--- src/rtl/pipeline_pkg.sv ---
// Shared pipeline types: default register-file geometry plus the address and
// word types that decode and writeback use for the default build.
package pipeline_pkg;

    localparam int DEFAULT_DATA_W = 20;
    localparam int DEFAULT_ADDR_W = 4;

    typedef logic [DEFAULT_ADDR_W-1:0] reg_addr_t;
    typedef logic [DEFAULT_DATA_W-1:0] word_t;

endpackage

--- src/rtl/regfile_scoreboard.sv ---
// Per-register pending-write bits: flush clears everything, an issue sets,
// a writeback clears, and an issue beats a same-cycle writeback.
module regfile_scoreboard
    import pipeline_pkg::*;
#(
    parameter int ADDR_W   = DEFAULT_ADDR_W,
    parameter int ZERO_REG = 0
) (
    input  logic                 clock,
    input  logic                 resetn,
    input  logic                 IssueValid,
    input  logic [ADDR_W-1:0]    IssueReg,
    input  logic                 WriteEnable,
    input  logic [ADDR_W-1:0]    WriteReg,
    input  logic                 Flush,
    output logic [2**ADDR_W-1:0] BusyVec
);

    localparam int DEPTH = 2**ADDR_W;

    logic [DEPTH-1:0] busyReg;
    logic [DEPTH-1:0] busyNext;

    for (genvar gi = 0; gi < DEPTH; gi++) begin : gBusy
        if (ZERO_REG != 0 && gi == 0) begin : gZero
            assign busyNext[gi] = 1'b0;
        end else begin : gLive
            always_comb begin
                busyNext[gi] = busyReg[gi];
                if (Flush)
                    busyNext[gi] = 1'b0;
                else if (IssueValid && IssueReg == ADDR_W'(gi))
                    busyNext[gi] = 1'b1;
                else if (WriteEnable && WriteReg == ADDR_W'(gi))
                    busyNext[gi] = 1'b0;
            end
        end
    end

    always_ff @(posedge clock) begin
        if (!resetn)
            busyReg <= '0;
        else
            busyReg <= busyNext;
    end

    assign BusyVec = busyReg;

endmodule

--- src/rtl/scoreboard_regfile.sv ---
// Register file with two combinational read ports, one synchronous write port,
// optional write-through bypass, optional hard-wired r0 and a RAW scoreboard.
module scoreboard_regfile
    import pipeline_pkg::*;
#(
    parameter int DATA_W   = DEFAULT_DATA_W,
    parameter int ADDR_W   = DEFAULT_ADDR_W,
    parameter int ZERO_REG = 0,
    parameter int BYPASS   = 1
) (
    input  logic                 clock,
    input  logic                 resetn,
    input  logic [ADDR_W-1:0]    RegReadAddress1,
    input  logic [ADDR_W-1:0]    RegReadAddress2,
    output logic [DATA_W-1:0]    DataOut1,
    output logic [DATA_W-1:0]    DataOut2,
    output logic                 Busy1,
    output logic                 Busy2,
    input  logic                 WriteEnable,
    input  logic [ADDR_W-1:0]    WriteReg,
    input  logic [DATA_W-1:0]    WriteData,
    input  logic                 IssueValid,
    input  logic [ADDR_W-1:0]    IssueReg,
    input  logic                 Flush,
    output logic [2**ADDR_W-1:0] BusyVec
);

    localparam int DEPTH = 2**ADDR_W;

    logic [DATA_W-1:0] regsReg [DEPTH];
    logic              writeOk;
    logic [ADDR_W-1:0] rdAddr  [2];
    logic [DATA_W-1:0] rdData  [2];
    logic              rdBusy  [2];

    assign writeOk = WriteEnable && !(ZERO_REG != 0 && WriteReg == '0);

    // Storage is cleared on reset too, so it maps to registers rather than RAM.
    always_ff @(posedge clock) begin
        if (!resetn) begin
            for (int i = 0; i < DEPTH; i++)
                regsReg[i] <= '0;
        end else if (writeOk) begin
            regsReg[WriteReg] <= WriteData;
        end
    end

    regfile_scoreboard #(
        .ADDR_W   (ADDR_W),
        .ZERO_REG (ZERO_REG)
    ) uScoreboard (
        .clock       (clock),
        .resetn      (resetn),
        .IssueValid  (IssueValid),
        .IssueReg    (IssueReg),
        .WriteEnable (WriteEnable),
        .WriteReg    (WriteReg),
        .Flush       (Flush),
        .BusyVec     (BusyVec)
    );

    assign rdAddr[0] = RegReadAddress1;
    assign rdAddr[1] = RegReadAddress2;

    for (genvar gi = 0; gi < 2; gi++) begin : gRead
        logic fwdHit;
        logic zeroHit;

        assign fwdHit  = (BYPASS != 0) && WriteEnable && (WriteReg == rdAddr[gi]);
        assign zeroHit = (ZERO_REG != 0) && (rdAddr[gi] == '0);

        always_comb begin
            rdData[gi] = regsReg[rdAddr[gi]];
            if (zeroHit)
                rdData[gi] = '0;
            else if (fwdHit)
                rdData[gi] = WriteData;
        end

        // A forwarded operand is no longer a hazard this cycle.
        assign rdBusy[gi] = BusyVec[rdAddr[gi]] && !fwdHit;
    end

    assign DataOut1 = rdData[0];
    assign DataOut2 = rdData[1];
    assign Busy1    = rdBusy[0];
    assign Busy2    = rdBusy[1];

endmodule

--- config.mk ---
export PLATFORM = sky130hd
export DESIGN_NAME = scoreboard_regfile
export DESIGN_NICKNAME = d
export VERILOG_FILES = /design/src/rtl/pipeline_pkg.sv /design/src/rtl/regfile_scoreboard.sv /design/src/rtl/scoreboard_regfile.sv
export SDC_FILE = /design/constraint.sdc
export NUM_CORES = 1
export LEC_CHECK = 0
export ABC_AREA = 0
export CAP_MARGIN = 30
export CORE_ASPECT_RATIO = 0.5
export CORE_MARGIN = 1
export CORE_UTILIZATION = 61
export DETAILED_ROUTE_END_ITERATION = 8
export PLACE_DENSITY_LB_ADDON = 0.3
export SLEW_MARGIN = 20
export SYNTH_ARGS = -nofsm -noshare
export SYNTH_HDL_FRONTEND = slang
export SYNTH_HIERARCHICAL = 1
export SYNTH_SLANG_ARGS = --single-unit
--- constraint.sdc ---
create_clock -name clock -period 4.95 [get_ports clock]
set_clock_uncertainty 0.15 [all_clocks]
set_input_delay 1.485 -clock clock [delete_from_list [all_inputs] [get_ports clock]]
set_output_delay 1.485 -clock clock [all_outputs]
set_load 0.1 [all_outputs]
==> flow_metrics.py <==
metrics = {
    "run_status": {
        "status": "finished, final reports clean",
    },
    "worst_setup_path": {
        "path_max_fanout": 9,
        "startpoint_type": "primary input",
        "rr_worst_depth": 1,
        "endpoint": "DataOut1[6]",
        "crit_path_end_kind": "output port",
        "r2r-end": "uScoreboard/BusyVec[5]$_SDFFE_PP0P_",
        "ff2ff_setup_slack_ns": 4.06,
        "setup.worst_path.class": "primary input to output port",
        "critPathLaunch": "RegReadAddress1[0]",
        "r2r-start": "uScoreboard/BusyVec[5]$_SDFFE_PP0P_",
        "worstPathArrival_ns": 3.30,
        "cp.required_ns": 3.31,
    },
    "yosys": {
        "synthSimpleGateAreaFrac_pct": 12.8,
        "synth_compound_area_share_pct": 1.34,
        "synth_xor_area_share_pct": 0.376,
        "synth_top_family_by_area": "multiplexers",
        "yosys_register_bits": 336,
        "synth.area.mux_share_pct": 29.2,
        "synthDistinctLibCells": 36,
        "avgSynthCellArea_sq_um": 15.4,
        "syn-num-nets": 1251,
        "netlist_area_sq_um": 18700,
        "yosys_warnings": 6,
        "syn_inst": 1210,
        "synth_fa_ha_area_share_pct": 0,
        "ys_seq_area_share_pct": 53.2,
    },
    "place": {
        "gp_congestion": 0.899,
        "port_buffers": 98,
        "hpwl_um": 34600,
        "placed_area_sq_um": 21300,
    },
    "power": {
        "power_frac_comb_pct": 23.3,
        "p_sw_mw": 2.11,
        "totalPowerFinal_mw": 7.31,
        "p_seq_share_pct": 45.9,
        "p_clk_share_pct": 30.8,
        "p_sw_share_pct": 28.8,
        "power.internal_mw": 5.20,
        "ir_drop_mv": 0.275,
        "power.density_nw_per_um2": 322,
        "leakage_nw": 8.27,
    },
    "sta": {
        "rsz0062_at_grt": "yes",
        "period_share_pct": 99.8,
        "hold_viol": 0,
        "period_needed_ns": 4.94,
        "setup_viol": 0,
        "tightest_slew_ns": 0.985,
        "max-slew-margin-rel_pct": 34.1,
        "max_freq_mhz": 202,
        "report.final.slew_viol_count": 0,
    },
    "floorplan": {
        "num_rows": 44,
        "die_width_um": 249,
        "die_y_um": 126,
        "start_util_pct": 63.2,
        "floorplan.die_area_sq_um": 31300,
        "io_pins": 99,
        "core_sq_um": 29500,
    },
    "hold_path": {
        "hold_path.class": "flip-flop to flip-flop",
    },
    "flow_run": {
        "maxCapViolCount": 0,
    },
    "grt": {
        "grt_pass1_wl_um": 80000,
        "overflow": 0,
        "grt_max_degree": 27,
        "antenna_found_initial": 0,
        "grt_pass1_vias": 12700,
        "grt.total_usage_pct": 35.1,
    },
    "drt": {
        "drc": 0,
        "drt_wl_total_um": 54700,
        "wire_per_inst_um": 30.9,
        "first_pass_iters": 5,
        "via_per_inst": 7.08,
        "vias": 12600,
        "antenna_left": 0,
        "drt_iter0_markers": 1744,
    },
    "clock_tree": {
        "cts_buffers": 30,
        "clkTransAtPathRegs_ns": 0.06,
        "clock_sinks": 336,
        "clock_latency_ns": 0.56,
        "cts_root_buffer": "clkbuf_16",
        "htree_num_levels": 1,
        "cts_buffer_depth": 3,
        "cts_tree": "built",
        "postCtsHoldBufs": 0,
    },
    "layout": {
        "syn_to_final_growth_pct": 21.6,
        "final_layout_size_suffix_gt1_share_pct": 34.5,
        "diodes": 0,
        "final_cell_mix": "and2_1 (320), edfxtp_1 (320), mux4_2 (168)",
        "num-nets-final": 1401,
        "design_area_sq_um": 22700,
    },
}
[timing repair]
item	CTS	global route
buffers inserted	2	20
resized for setup	17	19
setup endpoints to repair	41	40
pin swaps	3	3
gates cloned	1	4
[cell type report]
class | instances | area, sq um
multi-input combinational | 757 | 8350
sequential | 336 | 9930
clock inverter | 17 | 144
fill | 1598 | 6820
clock buffer | 36 | 773
timing repair buffer | 235 | 3000
tap | 391 | 489
[stage by stage]
step                hold slack, ns  cells  setup TNS [ns]  utilization [%]  setup WS, ns
finish                       0.431   1772               0             76.9        0.0108
global route                 0.459   1772         -0.0611             76.9       -0.0129
CTS                          0.433   1748        -0.00161             75.7      -0.00161
detailed placement           0.416   1692           -8.24             72.3        -0.358
global placement             0.393   1691           -7.97             72.3        -0.340
floorplan                    0.904   1210               0                -        0.0188
[synth_stat cells]
master / count / area share, %
and2_1: 320 / 11
edfxtp_1: 320 / 52
mux4_2: 168 / 20
mux2i_1: 122 / 6.5
clkbuf_1: 66 / 1.3
mux2_2: 40 / 2.4
buf_1: 23 / 0.46
nand2_1: 17 / 0.34
a32o_1: 16 / 0.86
dfxtp_1: 16 / 1.7
buf_2: 14 / 0.38
buf_6: 14 / 0.84
nor2_1: 14 / 0.28
o21ai_0: 9 / 0.24
nand2b_1: 6 / 0.20
xor2_1: 6 / 0.28
a211oi_1: 4 / 0.16
nand3_1: 4 / 0.11
nor3_1: 4 / 0.11
o21ai_1: 3 / 0.080
and2b_1: 2 / 0.080
and3b_2: 2 / 0.11
and3b_4: 2 / 0.13
nand4b_1: 2 / 0.094
nor2b_1: 2 / 0.067
nor3b_2: 2 / 0.13
nor4_1: 2 / 0.067
xnor2_1: 2 / 0.094
and3_1: 1 / 0.034
and3_2: 1 / 0.040
and3_4: 1 / 0.060
and3b_1: 1 / 0.047
nand4_1: 1 / 0.034
nor2b_4: 1 / 0.074
nor3b_1: 1 / 0.040
or3_1: 1 / 0.034
[how the worst min path moves through the flow]
| stage | to | start | cells past startpoint | slack [ns] |
|---|---|---|---|---|
| 5_1_grt | uScoreboard/BusyVec[1]$_SDFFE_PP0P_ | uScoreboard/BusyVec[1]$_SDFFE_PP0P_ | 1 | 0.46 |
| 3_3_place_gp | uScoreboard/BusyVec[0]$_SDFFE_PP0P_ | uScoreboard/BusyVec[0]$_SDFFE_PP0P_ | 1 | 0.39 |
| 4_1_cts | uScoreboard/BusyVec[0]$_SDFFE_PP0P_ | uScoreboard/BusyVec[0]$_SDFFE_PP0P_ | 1 | 0.43 |
| 6_report | uScoreboard/BusyVec[0]$_SDFFE_PP0P_ | uScoreboard/BusyVec[0]$_SDFFE_PP0P_ | 1 | 0.43 |
| 2_1_floorplan | uScoreboard/BusyVec[8]$_SDFFE_PP0P_ | uScoreboard/BusyVec[8]$_SDFFE_PP0P_ | 1 | 0.90 |
| 3_5_place_dp | uScoreboard/BusyVec[8]$_SDFFE_PP0P_ | uScoreboard/BusyVec[8]$_SDFFE_PP0P_ | 1 | 0.42 |
[registers in the layout, summed over array words and instances (netlist names)]
signal,flops
uScoreboard/BusyVec,16
regsReg,320
[power by group through the flow]
stage          Combinational, mW  Clock (mW)  Sequential [mW]
2_1_floorplan               1.02           0             3.38
3_3_place_gp                1.61           0             3.38
3_5_place_dp                1.63           0             3.41
4_1_cts                     1.65        2.26             3.35
5_1_grt                     1.75        2.36             3.37
6_report                    1.70        2.25             3.36
[critical path, cell delays in order]
cell and delay [ns]:
buf_12 0.15, buf_4 0.22, mux4_2 0.53, mux2i_1 0.20, mux2i_1 0.19, mux2_2 0.33, buf_12 0.17
[layer usage]
metal  GRT usage (%)  share of wire [%]  up-vias
met4            12.8                3.8        0
met1            47.5                 36     6381
met5               0                  0        -
li1                -                  -     4966
met2            56.9                 47     1032
met3            7.79                 13      173
[cells by family (layout without fill, tap and decap cells)]
logic type      after synthesis  in the layout
mux                         330            330
buf+inv                     117            288
simple gates                387            387
flops                       336            336
xor+xnor                      8              8
compound gates               32             32
(Power assumes the default switching activity.)
